**config.mk**
```make
export PLATFORM = sky130hd
export DESIGN_NAME = cache_control_flat
export DESIGN_NICKNAME = d
export VERILOG_FILES = /design/src/rtl/cache_control_if.sv /design/src/rtl/cache_control.sv /design/src/flat_wrapper.sv
export SDC_FILE = /design/constraint.sdc
export NUM_CORES = 1
export LEC_CHECK = 0
export BUFFER_PORTS_ARGS = -buffer_cell sky130_fd_sc_hd__buf_2
export CAP_MARGIN = 25
export CORE_MARGIN = 2
export CORE_UTILIZATION = 26
export CTS_CLUSTER_DIAMETER = 100
export CTS_CLUSTER_SIZE = 28
export DETAILED_ROUTE_END_ITERATION = 12
export GPL_ROUTABILITY_DRIVEN = 0
export PLACE_DENSITY = 0.44
export SETUP_SLACK_MARGIN = 0.02
export SYNTH_ARGS = -nofsm -noshare
export SYNTH_HDL_FRONTEND = slang
export SYNTH_SLANG_ARGS = --single-unit
export TNS_END_PERCENT = 100
```
**constraint.sdc**
```tcl
create_clock -name clk -period 12.05 [get_ports clk]
set_input_delay 1.8075 -clock clk [delete_from_list [all_inputs] [get_ports clk]]
set_output_delay 1.8075 -clock clk [all_outputs]
set_load 0.005 [all_outputs]
```
**src/rtl/cache_control_if.sv**
```systemverilog
// rtl/cache_control_if.sv - CPU-side and physical-memory-side ports of the cache controller
interface cache_control_if;
    logic [15:0]  mem_address;
    logic         mem_read;
    logic         mem_write;
    logic [1:0]   mem_byte_enable;
    logic [15:0]  mem_wdata;
    logic [15:0]  mem_rdata;
    logic         mem_resp;

    logic [15:0]  pmem_address;
    logic         pmem_read;
    logic         pmem_write;
    logic [127:0] pmem_wdata;
    logic [127:0] pmem_rdata;
    logic         pmem_resp;

    modport master (
        output mem_address, mem_read, mem_write, mem_byte_enable, mem_wdata,
        input  mem_rdata, mem_resp,
        input  pmem_address, pmem_read, pmem_write, pmem_wdata,
        output pmem_rdata, pmem_resp
    );

    modport slave (
        input  mem_address, mem_read, mem_write, mem_byte_enable, mem_wdata,
        output mem_rdata, mem_resp,
        output pmem_address, pmem_read, pmem_write, pmem_wdata,
        input  pmem_rdata, pmem_resp
    );
endinterface

```
**src/rtl/cache_control.sv**
```systemverilog
// rtl/cache_control.sv - direct-mapped write-back write-allocate cache, 8 sets x 16-byte lines
module cache_control (
    input  logic          clk,
    input  logic          rst,
    cache_control_if.slave bus
);
    typedef enum logic [1:0] {
        IDLE      = 2'd0,
        WRITEBACK = 2'd1,
        ALLOCATE  = 2'd2
    } state_e;

    state_e         state_q, state_d;
    logic [7:0]     valid_q, dirty_q;
    logic [8:0]     tag_q  [8];
    logic [127:0]   data_q [8];

    logic [8:0]     tag;
    logic [2:0]     index;
    logic [2:0]     word_sel;
    logic [6:0]     bit_base;
    logic           req, hit;
    logic [127:0]   line, line_merged;

    logic           mem_resp, pmem_read, pmem_write;
    logic [15:0]    mem_rdata, pmem_address;
    logic [127:0]   pmem_wdata;
    logic           wr_hit, wb_done, alloc_done;

    assign tag      = bus.mem_address[15:7];
    assign index    = bus.mem_address[6:4];
    assign word_sel = bus.mem_address[3:1];
    assign bit_base = {word_sel, 4'b0000};
    assign req      = bus.mem_read | bus.mem_write;
    assign line     = data_q[index];
    assign hit      = valid_q[index] && (tag_q[index] == tag);

    always_comb begin
        line_merged = line;
        if (bus.mem_byte_enable[0]) line_merged[bit_base +: 8]         = bus.mem_wdata[7:0];
        if (bus.mem_byte_enable[1]) line_merged[bit_base + 7'd8 +: 8]  = bus.mem_wdata[15:8];
    end

    always_comb begin
        state_d      = state_q;
        mem_resp     = 1'b0;
        mem_rdata    = 16'h0000;
        pmem_read    = 1'b0;
        pmem_write   = 1'b0;
        pmem_address = 16'h0000;
        pmem_wdata   = '0;
        case (state_q)
            IDLE: begin
                if (req) begin
                    if (hit) begin
                        mem_resp = 1'b1;
                        // simultaneous read+write is serviced as a write
                        if (!bus.mem_write) mem_rdata = line[bit_base +: 16];
                    end else if (valid_q[index] && dirty_q[index]) begin
                        state_d = WRITEBACK;
                    end else begin
                        state_d = ALLOCATE;
                    end
                end
            end
            WRITEBACK: begin
                pmem_write   = 1'b1;
                pmem_address = {tag_q[index], index, 4'b0000};
                pmem_wdata   = line;
                if (bus.pmem_resp) state_d = ALLOCATE;
            end
            ALLOCATE: begin
                pmem_read    = 1'b1;
                pmem_address = {bus.mem_address[15:4], 4'b0000};
                if (bus.pmem_resp) state_d = IDLE;
            end
            default: state_d = IDLE;
        endcase
        // reset silences every output so an aborted transfer is dropped at once
        if (rst) begin
            state_d      = IDLE;
            mem_resp     = 1'b0;
            mem_rdata    = 16'h0000;
            pmem_read    = 1'b0;
            pmem_write   = 1'b0;
            pmem_address = 16'h0000;
            pmem_wdata   = '0;
        end
    end

    assign wr_hit     = mem_resp & bus.mem_write;
    assign wb_done    = pmem_write & bus.pmem_resp;
    assign alloc_done = pmem_read & bus.pmem_resp;

    always_ff @(posedge clk) begin
        if (rst) begin
            state_q <= IDLE;
            valid_q <= 8'h00;
            dirty_q <= 8'h00;
        end else begin
            state_q <= state_d;
            if (wr_hit) dirty_q[index] <= 1'b1;
            if (wb_done) dirty_q[index] <= 1'b0;
            if (alloc_done) begin
                valid_q[index] <= 1'b1;
                dirty_q[index] <= 1'b0;
            end
        end
    end

    always_ff @(posedge clk) begin
        if (alloc_done) begin
            data_q[index] <= bus.pmem_rdata;
            tag_q[index]  <= tag;
        end else if (wr_hit) begin
            data_q[index] <= line_merged;
        end
    end

    assign bus.mem_resp     = mem_resp;
    assign bus.mem_rdata    = mem_rdata;
    assign bus.pmem_read    = pmem_read;
    assign bus.pmem_write   = pmem_write;
    assign bus.pmem_address = pmem_address;
    assign bus.pmem_wdata   = pmem_wdata;
endmodule

```
**src/flat_wrapper.sv**
```systemverilog
// flat-port wrapper written by rule: the top's interface ports become plain ports
module cache_control_flat 
  (clk, rst, bus_mem_address, bus_mem_read, bus_mem_write, bus_mem_byte_enable, bus_mem_wdata, bus_mem_rdata, bus_mem_resp, bus_pmem_address, bus_pmem_read, bus_pmem_write, bus_pmem_wdata, bus_pmem_rdata, bus_pmem_resp);
  cache_control_if bus_i ();
  input  logic clk;
  input  logic rst;
  input wire logic [$bits(bus_i.mem_address)-1:0] bus_mem_address;
  input wire logic [$bits(bus_i.mem_read)-1:0] bus_mem_read;
  input wire logic [$bits(bus_i.mem_write)-1:0] bus_mem_write;
  input wire logic [$bits(bus_i.mem_byte_enable)-1:0] bus_mem_byte_enable;
  input wire logic [$bits(bus_i.mem_wdata)-1:0] bus_mem_wdata;
  output wire logic [$bits(bus_i.mem_rdata)-1:0] bus_mem_rdata;
  output wire logic [$bits(bus_i.mem_resp)-1:0] bus_mem_resp;
  output wire logic [$bits(bus_i.pmem_address)-1:0] bus_pmem_address;
  output wire logic [$bits(bus_i.pmem_read)-1:0] bus_pmem_read;
  output wire logic [$bits(bus_i.pmem_write)-1:0] bus_pmem_write;
  output wire logic [$bits(bus_i.pmem_wdata)-1:0] bus_pmem_wdata;
  input wire logic [$bits(bus_i.pmem_rdata)-1:0] bus_pmem_rdata;
  input wire logic [$bits(bus_i.pmem_resp)-1:0] bus_pmem_resp;
  assign bus_i.mem_address = bus_mem_address;
  assign bus_i.mem_read = bus_mem_read;
  assign bus_i.mem_write = bus_mem_write;
  assign bus_i.mem_byte_enable = bus_mem_byte_enable;
  assign bus_i.mem_wdata = bus_mem_wdata;
  assign bus_mem_rdata = bus_i.mem_rdata;
  assign bus_mem_resp = bus_i.mem_resp;
  assign bus_pmem_address = bus_i.pmem_address;
  assign bus_pmem_read = bus_i.pmem_read;
  assign bus_pmem_write = bus_i.pmem_write;
  assign bus_pmem_wdata = bus_i.pmem_wdata;
  assign bus_i.pmem_rdata = bus_pmem_rdata;
  assign bus_i.pmem_resp = bus_pmem_resp;
  cache_control u_core (.clk(clk), .rst(rst), .bus(bus_i));
endmodule
```
# == Word-level counts from Yosys, hierarchy flattened ==
# Memory sizes are Yosys's and may differ from the RTL's.
# Index checks and enable logic that the tools add are counted.
# classes
add_sub_neg,3
n_lt_le_gt_ge,2
eq_ne,7
shift,5
muxes,44
bitwise,10
reduce_logical,5
# ops
op,count
two-way mux 128 bit,5
bitwise mux 128 bit,2
variable shift 8 x 9 -> 128 bit (first input constant),2
indexed part select 8 x 9 -> 128 bit,2
indexed part select 128 x 8 -> 16 bit,1
two-way mux 16 bit,6
two-way mux 8 bit,5
one-hot mux 16 bit (2 select lines),1
negator 7 -> 9 bit,2
AND 8 bit,2
two-way mux 1 bit,16
bitwise OR 8 bit,2
two-way mux 2 bit,5
equality test 9 bit,1
inverter 8 bit,1
adder 7 x 4 -> 7 bit (second input constant),1
binary-select mux 1 bit (select 3 bit),2
inequality test 2 bit (second input constant),3
one-hot mux 2 bit (3 select lines),1
less-than comparator 3 x 4 -> 1 bit (second input constant),1
AND reduction 4 bit,1
AND 1 bit,3
demux 1 bit (select 3 bit),1
>= comparator 3 x 1 -> 1 bit (second input constant),1
other kinds (6),9
# word_totals
reg_bits,18
mem_bits_rw,1096
input_bits,167
out_inout_bits,163
wordCells,81
n_memories,2
# memory_table
name,words,word_bits,rd,rd_ports_with_merged_regs,wr,line,text
u_core.data_q,8,128,1,0,1,cache_control.sv:16,logic [127:0] data_q [8];
u_core.tag_q,8,9,1,0,1,cache_control.sv:15,logic [8:0] tag_q [8];

# == Longest topological paths before layout ==
# Gate-level depths: netlist of the first run.
# logic_depth
ltp_word,15
mapped_depth,13
depth_no_buf,8

# == Worst setup path before layout of the first run ==
# OpenSTA, ideal clock, no wires.
# synth_timing
path_kind,in2reg
startpoint,input bus_mem_address[6]
endpoint,"memory u_core.data_q[0][0], enable pin"
setup_ns,0.617
arrival_ns,8.859
t_required_ns,11.433
setup_slack_ns,2.574
stages,9
n_path_buf,2
cell_sequence,buf_4 -> buf_6 -> nand2_1 -> mux4_2 -> a21boi_1 -> o221ai_2 -> nor4_4 -> a21boi_1 -> nor2_1
# synth_between
elab_chain_cells,12
# synth_lines
element,line,text
from (decl),flat_wrapper.sv:7,input wire logic [$bits(bus_i.mem_address)-1:0] bus_mem_address;
memory read (8 x 9 bit) / binary-select mux 1 bit (select 3 bit) (equally long branches),n/a,
equality test 9 bit / two-way mux 1 bit (equally long branches),cache_control.sv:36,assign hit = valid_q[index] && (tag_q[index] == tag);
logical AND 1 bit,cache_control.sv:36,
two-way mux 1 bit,cache_control.sv:55,if (hit) begin
two-way mux 1 bit,cache_control.sv:54,if (req) begin
two-way mux 1 bit,cache_control.sv:52,case (state_q)
two-way mux 1 bit,cache_control.sv:80,if (rst) begin
AND 1 bit,cache_control.sv:91,assign wr_hit = mem_resp & bus.mem_write;
two-way mux 1 bit,cache_control.sv:115,end else if (wr_hit) begin
two-way mux 1 bit,cache_control.sv:112,if (alloc_done) begin
two-way mux 1 bit (implied by the code),cache_control.sv:116,data_q[index] <= line_merged;
bitwise OR 1 bit (no line),n/a,
to (decl),cache_control.sv:16,
# Several ways; a longest one is shown, not always the timed one. The select of a mux whose other input is x is not followed.

# == Final worst setup path of the first run ==
# layout_timing
startpoint,input bus_mem_address[5]
endpoint,output bus_mem_rdata[10]
# layout_between
elab_chain_cells,7
# layout_lines
element,line,text
memory read (8 x 128 bit) (tied with other cells),n/a,
indexed part select 128 x 8 -> 16 bit (tied with other cells),cache_control.sv:58,if (!bus.mem_write) mem_rdata = line[bit_base +: 16];
two-way mux 16 bit / logical AND 1 bit (equally long branches),"cache_control.sv:58, cache_control.sv:36",
two-way mux 16 bit *,cache_control.sv:55,
two-way mux 16 bit *,cache_control.sv:54,
two-way mux 16 bit *,cache_control.sv:52,
two-way mux 16 bit *,cache_control.sv:80,
to (decl),flat_wrapper.sv:12,output wire logic [$bits(bus_i.mem_rdata)-1:0] bus_mem_rdata;
# Every way passes the cells marked *; elsewhere a longest branch is shown, timed or not. The select of a mux whose other input is x is not followed.

==> results of run 1 <==
-- worst max-delay path by stage --
stage / from / to / slack (ns) / cells past startpoint
4_1_cts: bus_mem_address[5] / bus_mem_rdata[10] / 3.16 / 10
6_report: bus_mem_address[5] / bus_mem_rdata[10] / 3.31 / 10
3_5_place_dp: bus_mem_address[5] / bus_mem_rdata[10] / 3.16 / 10
3_3_place_gp: bus_mem_address[5] / bus_mem_rdata[10] / 3.19 / 10
2_1_floorplan: bus_mem_address[6] / u_core.data_q[0][0] / 2.57 / 9
5_1_grt: bus_mem_address[5] / bus_mem_rdata[10] / 3.15 / 10
-- registers in the layout, indices dropped and copies added, names as in the netlist, named ones only --
signal,cells
u_core.data_q,1024
u_core.dirty_q,1
u_core.valid_q,8
u_core.state_q,2
u_core.tag_q,72
-- cell families (layout without fill, tap and decap cells) --
kind of cell	after synthesis	in the layout	share of synthesized area (%)
AO/OA/AOI/OAI	758	758	12.0
adder cells (fa/ha/maj)	9	9	0.243
flip-flops	1114	1114	71.9
multiplexers	313	313	8.61
buffers and inverters	243	508	2.49
other	1	9	0.00811
XOR/XNOR	4	4	0.0920
AND/OR/NAND/NOR	447	447	4.58
-- worst max-delay path, delay by kind of cell --
kind / cells / cell delay (ns)
AOI/OAI and AO/OA: 3 / 1.42
and+or+nand+nor: 4 / 2.19
buffers and inverters: 3 / 1.39
-- cell usage in the layout, fill, tap and decap left out, drive strengths merged, types with 5 or more instances in the layout --
| cell type | instances |
|---|---|
| nand4 | 11 |
| nand2 | 95 |
| o22ai | 10 |
| a22oi | 210 |
| mux2 | 209 |
| nand3 | 7 |
| a22o | 76 |
| clkinv | 6 |
| diode | 5 |
| o211ai | 6 |
| a41oi | 8 |
| clkbuf | 56 |
| nor2b | 13 |
| and3 | 56 |
| o211a | 7 |
| dfxtp | 18 |
| o221a | 7 |
| a221oi | 128 |
| mux2i | 58 |
| o21a | 9 |
| and2 | 32 |
| nor3 | 9 |
| nor2 | 204 |
| a222oi | 8 |
| a31oi | 17 |
| o21ai | 65 |
| a221o | 19 |
| a211oi | 28 |
| buf | 424 |
| ha | 9 |
| mux4 | 46 |
| inv | 20 |
| edfxtp | 1096 |
| a21oi | 135 |
-- power by group --
| group | internal, uW | total [uW] | switching [uW] | leakage [uW] |
|---|---|---|---|---|
| Sequential | 4270 | 4280 | 4.90 | 0.0100 |
| Combinational | 192 | 649 | 457 | 0.00603 |
| Clock | 801 | 2090 | 1290 | 0.000718 |
| Total | 5270 | 7010 | 1750 | 0.0168 |
-- per-stage QoR --
step	total power, uW	instance area, um2	util (%)	hold WS [ns]	worst slack (ns)
after floorplan	4690	46300	-	0.435	2.57
after global placement	5010	50800	28.8	0.441	3.19
after detailed placement	5020	50900	28.8	0.453	3.16
after CTS	7060	52300	29.7	0.476	3.16
after global routing	7200	52300	29.7	0.496	3.15
final	7010	52400	29.7	0.474	3.31
-- final cells by class --
cell class                 instances  area (um2)  share of cell area (%)
clock inverter                    15         236                   0.452
sequential                      1114       33300                    63.6
inverter                          13        48.8                  0.0932
timing repair buffer             425        2580                    4.94
tap                             2340        2930                    5.59
clock buffer                      55        1250                    2.39
multi-input combinational       1535       12000                    23.0
antenna                            5        12.5                  0.0239
-- routing by layer --
layer  part of all wire (%)  routed length (um)
met1                     41               72900
met2                     50               88300
met3                    4.3                7560
met4                    5.0                8920
met5                  0.041                  73
==> results.py, run 1 <==
metrics = {
    "global_routing": {
        "globalRouteMet3Util_pct": 1.93,
        "grt_pass1_vias": 26912,
        "antenna_found_initial": 17,
        "grt_pass1_wl_um": 240000,
        "track_usage_pct": 19.0,
        "grt_max_degree": 113,
        "busiest_layer": "met2",
        "grt-ovfl-total": 0,
        "use_met1_pct": 24.5,
        "grt_util_met2_pct": 32.3,
    },
    "cts": {
        "ctsHoldBuffers": 0,
        "path_clk_slew_ns": 0.09,
        "cts_tree": "done",
        "htree_levels": 2,
        "cts_buffer_depth": 3,
        "clk_latency_ns": 0.73,
        "clockRootBuffer": "clkbuf_16",
        "numCtsBuffers": 49,
        "cts_setup_buffers": 0,
        "cts_resized": 0,
        "cts_sinks": 1114,
    },
    "worst_hold_path": {
        "hp-class": "flip-flop to flip-flop",
        "hold_start": "u_core.valid_q[2]",
        "worstHoldEndpoint": "u_core.valid_q[2]",
        "min_path_cells": 1,
    },
    "floorplan": {
        "initial_core_util_pct": 26.2,
        "core_area_um2": 176000,
        "io_pins": 330,
        "chipWidth_um": 426,
        "rows": 154,
        "die_area_um2": 181000,
        "die_h_um": 426,
    },
    "layout": {
        "nFillCells": 17698,
        "layout.cells.non_filler": 5502,
        "drive_above_1_share_pct": 21.4,
        "area_growth_pct": 13.2,
        "finalNetCount": 3314,
    },
    "pwr": {
        "p_per_area_nw_per_um2": 134,
        "p_leak_uw": 0.0168,
        "peakVddDrop_v": 0.000131,
    },
    "detailed_routing": {
        "wl_um": 178000,
        "wire_per_inst_um": 32.3,
        "via_per_inst": 5.18,
        "firstDrtPassIters": 5,
        "ant_nets": 0,
        "drc_errors": 0,
        "drt-initial-drc-count": 3008,
        "vias": 28494,
    },
    "sta": {
        "setup_viol": 0,
        "fin_crit_ns": 8.74,
        "finClkSkew_ns": 0.0599,
        "maxSlewViolCount": 0,
        "relSlewSlack_pct": 9.85,
        "worst_pin_slew_ns": 1.35,
        "timing.fmax_ghz": 0.114,
        "tns_ns": 0,
        "hold_violations": 0,
        "period_share_pct": 72.5,
        "grt_setup_unrepaired": "false",
    },
    "logic_synthesis": {
        "synth_seq_cells": 1114,
        "syn_area_um2": 46300,
        "netlist_top_cells_area": "edfxtp_1, a22oi_1, mux2_1",
        "synth_edf_count": 1096,
        "synth_area_per_cell_um2": 16.0,
        "ys_async_sr_fraction_pct": 0,
        "synth_top_cell_area_share_pct": 71.1,
        "synth_ff_type": "edfxtp_1",
        "synth.most_common_cell": "edfxtp_1",
        "yosysUniqueCellTypes": 71,
        "yosysWarnings": 0,
        "ys_seq_area_share_pct": 71.9,
        "synth_top_area_cell": "edfxtp_1",
        "synthCells": 2889,
        "synth_commonest_cells": "edfxtp_1, a22oi_1, nor2_1",
    },
    "worst_setup_path": {
        "crit_path_max_fanout": 37,
        "cp.arrival_ns": 6.93,
        "end_kind": "output port",
        "cp_data_required_time_ns": 10.24,
        "timing.rr.start": "u_core.tag_q[6][4]",
        "max_stage_delay_ns": 0.92,
        "ff2ff_setup_slack_ns": 7.54,
        "crit_top_cell": "buf_4",
        "path_class": "input pin to output port",
        "timing.rr.end": "u_core.data_q[7][21]",
        "rr_worst_depth": 9,
        "worstPathCellList": "buf_4, buf_4, nor2b_2, a22oi_1, a21oi_1, nor2_1, nor4_4, nand4_4, a211oi_1, buf_2",
        "crit_slowest_cell": "a211oi_1",
        "critPathLaunchType": "input pin",
    },
    "placement": {
        "hpwl_um": 109000,
        "dp_cells": 5427,
        "port-buffer-count": 324,
    },
    "flow_run": {
        "max-cap-violations": 0,
    },
    "run_status": {
        "outcome": "complete, no violations",
    },
}
Note: power is estimated with default switching activity, not from simulation.
==> run 2, diff against run 1 <==
Settings changed: PLACE_DENSITY 0.44 to 0.45.
Clock period 12.05 ns to 7.8 ns, I/O delays scaled along.
==> run 2 against run 1 <==
Effect of this change: worst hold slack improved by 0.0050 ns; clock power rose by 46%; via count rose by 0.71%; flip-flop and latch count did not move; wire length fell by 0.48%; count of clock-buffer cells in the layout rose by 1; die area did not move; largest power group unchanged.
==> results.py, run 2 (synthesized netlist as in run 1, its figures left out) <==
metrics = {
    "worst_setup_path": {
        "worstPathCellList": "buf_4, and2_2, a22oi_1, a21oi_1, o211ai_1, nor4_4, buf_4, nand4_4, buf_4, a211oi_1, buf_4, buf_2",
        "max_stage_delay_ns": 0.62,
        "cp.depth": 12,
        "cp_data_required_time_ns": 6.63,
        "crit_buf_inv": 5,
        "cpLargestDelayFamily": "buffers and inverters",
        "crit_slowest_cell": "and2_2",
        "crit_top_cell": "buf_4",
        "critPathLaunchType": "input pin",
        "cp.arrival_ns": 5.27,
        "path_class": "input pin to output port",
        "rr_worst_depth": 8,
        "crit_path_max_fanout": 29,
        "end_kind": "output port",
    },
    "pwr": {
        "finalPower_uw": 10700,
        "comb_power_share_pct": 9.5,
        "p_per_area_nw_per_um2": 203,
        "seqPwrFrac_pct": 61.9,
        "peakVddDrop_v": 0.000175,
        "power_frac_clock_pct": 28.7,
        "p_switching_uw": 2620,
        "swShare_pct": 24.6,
        "p_int_uw": 8060,
        "p_leak_uw": 0.0168,
    },
    "detailed_routing": {
        "ant_nets": 0,
        "drt-initial-drc-count": 2805,
        "via_per_inst": 5.19,
        "drc_errors": 0,
        "wire_per_inst_um": 32.0,
        "wl_um": 177000,
        "vias": 28697,
        "firstDrtPassIters": 8,
    },
    "sta": {
        "grt_setup_unrepaired": "false",
        "timing.fmax_ghz": 0.155,
        "holdWs_ns": 0.479,
        "setup_viol": 0,
        "fin_crit_ns": 6.44,
        "period_share_pct": 82.6,
        "tns_ns": 0,
        "maxSlewViolCount": 0,
        "worst_pin_slew_ns": 1.13,
        "relSlewSlack_pct": 24.2,
        "hold_violations": 0,
        "finClkSkew_ns": 0.0432,
    },
    "layout": {
        "layout_common_cells": "edfxtp_1, buf_2, a22oi_1",
        "regMostFlops": "u_core.data_q",
        "layout_commonest_cell": "edfxtp_1",
        "drive_above_1_share_pct": 21.9,
        "finalNetCount": 3340,
        "layout.cells.non_filler": 5530,
        "largestRegisters": "u_core.data_q x1024, u_core.tag_q x72, u_core.valid_q x8",
        "largest_register_ffs": 1024,
        "nFillCells": 17689,
        "stdcell_area_um2": 52500,
        "area_growth_pct": 13.5,
    },
    "cts": {
        "clockRootBuffer": "clkbuf_16",
        "cts_resized": 0,
        "cts_sinks": 1114,
        "htree_levels": 2,
        "numCtsBuffers": 47,
        "cts_tree": "done",
        "ctsHoldBuffers": 0,
        "clk_latency_ns": 0.71,
        "path_clk_slew_ns": 0.11,
        "cts_setup_buffers": 0,
        "cts_buffer_depth": 3,
    },
    "floorplan": {
        "rows": 154,
        "io_pins": 330,
        "core_area_um2": 176000,
        "chipWidth_um": 426,
        "die_area_um2": 181000,
        "initial_core_util_pct": 26.2,
        "die_h_um": 426,
    },
    "global_routing": {
        "grt_max_degree": 92,
        "grt_pass1_vias": 27470,
        "grt_pass1_wl_um": 239000,
        "grt-ovfl-total": 0,
        "antenna_found_initial": 16,
        "track_usage_pct": 18.8,
    },
    "worst_hold_path": {
        "hp-class": "flip-flop to flip-flop",
        "min_path_cells": 1,
    },
    "placement": {
        "port-buffer-count": 324,
        "hpwl_um": 112000,
        "dpl_cell_area_um2": 51200,
        "dp_cells": 5455,
    },
    "flow_run": {
        "max-cap-violations": 0,
    },
    "run_status": {
        "outcome": "complete, no violations",
    },
}
[run 2: changes by cell type in the layout (fill, tap and decap cells not counted), moves of 2 or more]
cell | before | now
buf_4 | 88 | 108
buf_12 | 13 | 23
diode_2 | 5 | 9
inv_16 | 4 | 0
clkbuf_1 | 6 | 8
[run 2: final cells by class]
cell class	count	area (um2)	area share (%)
antenna	9	22.5	0.0429
clock buffer	56	1230	2.34
sequential	1114	33300	63.4
inverter	13	48.8	0.0929
timing repair buffer	453	2890	5.51
tap	2340	2930	5.58
clock inverter	10	103	0.195
multi-input combinational	1535	12000	22.9
[run 2: through the flow]
stage / worst slack [ns] / util [%]
floorplan: -1.04 / -
global placement: 1.45 / 29.0
detailed placement: 1.41 / 29.0
CTS: 1.37 / 29.7
global route: 1.23 / 29.7
finish: 1.36 / 29.8
[run 2: final timing paths]
| kind | start | end | slack (ns) |
|---|---|---|---|
| worst max-delay path | bus_mem_address[4] | bus_mem_rdata[3] | 1.36 |
| worst min-delay path | u_core.valid_q[5] | u_core.valid_q[5] | 0.48 |
| worst max register to register | u_core.tag_q[7][4] | u_core.data_q[1][38] | 3.79 |
| worst min register to register | u_core.valid_q[5] | u_core.valid_q[5] | 0.48 |
[run 2: power groups by stage]
stage                     sequential, uW  clock [uW]  combinational [uW]
final                               6610        3060                1010
after global routing                6610        3290                1050
after CTS                           6610        3130                1010
after detailed placement            6740           0                1010
after global placement              6740           0                1010
after floorplan                     6750           0                 501
[run 2: layer usage]
layer	up-vias	global-route usage (%)	wire length, um
met5	-	0	55
li1	12189	-	-
met2	963	31.6	86900
met1	15301	24.0	72400
met4	8	9.91	10100
met3	236	1.86	7420
==> run 3, diff against run 2 <==
Settings changed: ABC_AREA from default to 1.
Clock period 7.8 ns to 5.9 ns, I/O delays scaled along.
==> run 3 against run 2 <==
Effect of this change: critical path depth increased by 7; clock power grew 35%; core utilization rose by 0.20 points; sequential power is 33% higher; largest cell class unchanged.
==> results.py, run 3 <==
metrics = {
    "run_status": {
        "outcome": "complete, no violations",
    },
    "detailed_routing": {
        "dr_wl_met2_um": 84000,
        "drt-initial-drc-count": 3215,
        "ant_nets": 0,
        "routed.top_layer": "met5",
        "wl_met1_um": 71600,
        "vias": 31090,
        "firstDrtPassIters": 6,
        "wl_um": 174000,
        "wire_per_inst_um": 27.8,
        "via_per_inst": 4.97,
        "wl_met3_um": 8600,
        "drc_errors": 0,
    },
    "placement": {
        "post-place-ws_ns": 0.690,
        "hpwl_um": 115000,
        "port-buffer-count": 324,
        "dpl_cell_area_um2": 51200,
    },
    "flow_run": {
        "max-cap-violations": 0,
    },
    "worst_setup_path": {
        "crit_buf_inv": 7,
        "crit_top_cell": "nand2_1",
        "worstPathCellList": "buf_2, buf_4, nand2_1, nand3_1, nand2_1, nor2_1, nor2_1, nor2_1, nand3_1, nor2_2, nand2_1, inv_1, nand2_1, inv_1, nand2_1, buf_4, nor2_1, buf_4, buf_2",
        "crit_start": "bus_mem_address[4]",
        "path_class": "input pin to output port",
        "timing.rr.start": "u_core.state_q[0]",
        "end_kind": "output port",
        "crit_path_max_fanout": 48,
        "max_stage_delay_ns": 0.54,
        "cp.arrival_ns": 4.34,
        "critPathLaunchType": "input pin",
        "cp_data_required_time_ns": 5.02,
        "cpLargestDelayFamily": "simple AND/OR/NAND/NOR gates",
        "crit_slowest_cell": "nand2_1",
    },
    "cts": {
        "clockRootBuffer": "clkbuf_16",
        "cts_resized": 0,
        "cts_buffer_depth": 3,
        "cts_tree": "done",
        "numCtsBuffers": 48,
        "cts_setup_buffers": 0,
        "htree_levels": 2,
        "cts_sinks": 1114,
        "ctsHoldBuffers": 0,
        "clk_latency_ns": 0.70,
        "path_clk_slew_ns": 0.12,
    },
    "sta": {
        "fin_crit_ns": 5.22,
        "timing.fmax_ghz": 0.191,
        "maxSlewViolCount": 0,
        "relSlewSlack_pct": 27.6,
        "hold_violations": 0,
        "period_share_pct": 88.5,
        "holdWs_ns": 0.459,
        "worst_pin_slew_ns": 1.08,
        "fin_ws_ns": 0.677,
        "finClkSkew_ns": 0.0726,
        "grt_setup_unrepaired": "false",
        "setup_viol": 0,
    },
    "layout": {
        "seqCellArea_um2": 33300,
        "nFillCells": 18066,
        "multi_input_area_um2": 10700,
        "drive_above_1_share_pct": 14.3,
        "finalNetCount": 4076,
        "largestRegisters": "u_core.data_q x1024, u_core.tag_q x72, u_core.valid_q x8",
        "stdcell_area_um2": 52600,
        "regMostFlops": "u_core.data_q",
        "largest_register_ffs": 1024,
        "layout_commonest_cell": "edfxtp_1",
        "area_growth_pct": 14.7,
        "layout_common_cells": "edfxtp_1, nand2_1, buf_2",
    },
    "pwr": {
        "finalPower_uw": 14300,
        "peakVddDrop_v": 0.000219,
        "p_per_area_nw_per_um2": 272,
        "p_int_uw": 10700,
        "swShare_pct": 25.2,
        "comb_power_share_pct": 9.9,
        "p_switching_uw": 3620,
        "seqPwrFrac_pct": 61.2,
        "power_frac_clock_pct": 28.9,
        "p_leak_uw": 0.0185,
    },
    "global_routing": {
        "antenna_found_initial": 12,
        "grt-ovfl-total": 0,
        "grt_max_degree": 104,
        "grt_pass1_vias": 29865,
        "track_usage_pct": 18.7,
        "grt_pass1_wl_um": 239000,
    },
    "floorplan": {
        "die_area_um2": 180000,
        "die_h_um": 424,
        "chipWidth_um": 424,
        "initial_core_util_pct": 26.1,
        "io_pins": 330,
        "rows": 154,
        "core_area_um2": 176000,
    },
    "logic_synthesis": {
        "netlist_top_cells_area": "edfxtp_1, nand2_1, a22o_1",
        "synthCells": 3587,
        "synth_seq_cells": 1114,
        "yosysWarnings": 0,
        "synth_edf_count": 1096,
        "synth_ff_type": "edfxtp_1",
        "ys_seq_area_share_pct": 72.5,
        "ys_async_sr_fraction_pct": 0,
        "synth.most_common_cell": "edfxtp_1",
        "synth_area_per_cell_um2": 12.8,
        "synth_top_cell_area_share_pct": 71.7,
        "yosysUniqueCellTypes": 40,
        "synth_commonest_cells": "edfxtp_1, nand2_1, inv_1",
        "synth_top_area_cell": "edfxtp_1",
        "syn_area_um2": 45900,
    },
    "worst_hold_path": {
        "hp-class": "flip-flop to flip-flop",
        "hold_start": "u_core.dirty_q[7]",
    },
}
[run 3: changes by cell type in the layout (fill, tap and decap cells not counted), moves of 46 or more]
cell	change
and3_1	-49
nand4_1	+54
inv_1	+292
a22oi_1	-171
a22o_1	+133
mux2_1	-120
mux4_2	-46
mux2_2	-89
nand2_1	+579
o21ai_1	+88
o21ai_0	+108
mux2i_1	-56
[run 3: final cells by class]
cell class              instances  share of cell area (%)
clock buffers                  54                    2.37
multi-input cells            1958                    20.3
inverters                     311                    2.26
diodes                          5                  0.0238
well taps                    2340                    5.56
clock inverters                12                   0.304
flip-flops and latches       1114                    63.2
repair buffers                467                    5.95
[run 3: worst paths after layout]
kind | end | slack, ns | cells past startpoint
worst max-delay path | bus_mem_rdata[14] | 0.68 | 19
worst min-delay path | u_core.dirty_q[7] | 0.46 | 2
worst max register to register | u_core.data_q[3][74] | 1.97 | 11
worst min register to register | u_core.dirty_q[7] | 0.46 | 2
[run 3: worst reg2reg max path: cells and delay by family (launching register included)]
| kind | cells | cell delay (ns) |
|---|---|---|
| buffers and inverters | 5 | 1.43 |
| AO/OA/AOI/OAI | 1 | 0.49 |
| flip-flops | 1 | 0.33 |
| adder cells (fa/ha/maj) | 1 | 0.36 |
| AND/OR/NAND/NOR | 4 | 1.05 |
[run 3: power groups by stage]
stage          combinational (uW)  sequential [uW]  clock, uW
2_1_floorplan                 679             8950          0
3_3_place_gp                 1420             8950          0
3_5_place_dp                 1420             8950          0
4_1_cts                      1430             8770       4230
5_1_grt                      1520             8780       4450
6_report                     1430             8770       4140
[run 3: cell families after synthesis]
kind of cell	count (synthesis)	synth area share [%]
compound gates	893	13.5
xor+xnor	1	0.0191
fa+ha+maj	9	0.245
buf+inv	518	4.47
flops	1114	72.5
mux	1	0.0218
other cells	1	0.00817
simple gates	1050	9.25
[run 3: stage by stage]
step,util (%),setup TNS [ns],cells
6_report,30.0,0,6261
5_1_grt,30.0,0,6259
4_1_cts,29.9,0,6252
3_5_place_dp,29.1,0,6186
3_3_place_gp,29.1,0,6183
2_1_floorplan,-,-157.82,3590
[run 3: per-layer routing]
layer,global-route usage (%),vias to the layer above
li1,-,13814
met1,23.9,16012
met2,31.2,1008
met3,2.11,254
met4,9.42,2
met5,0,-
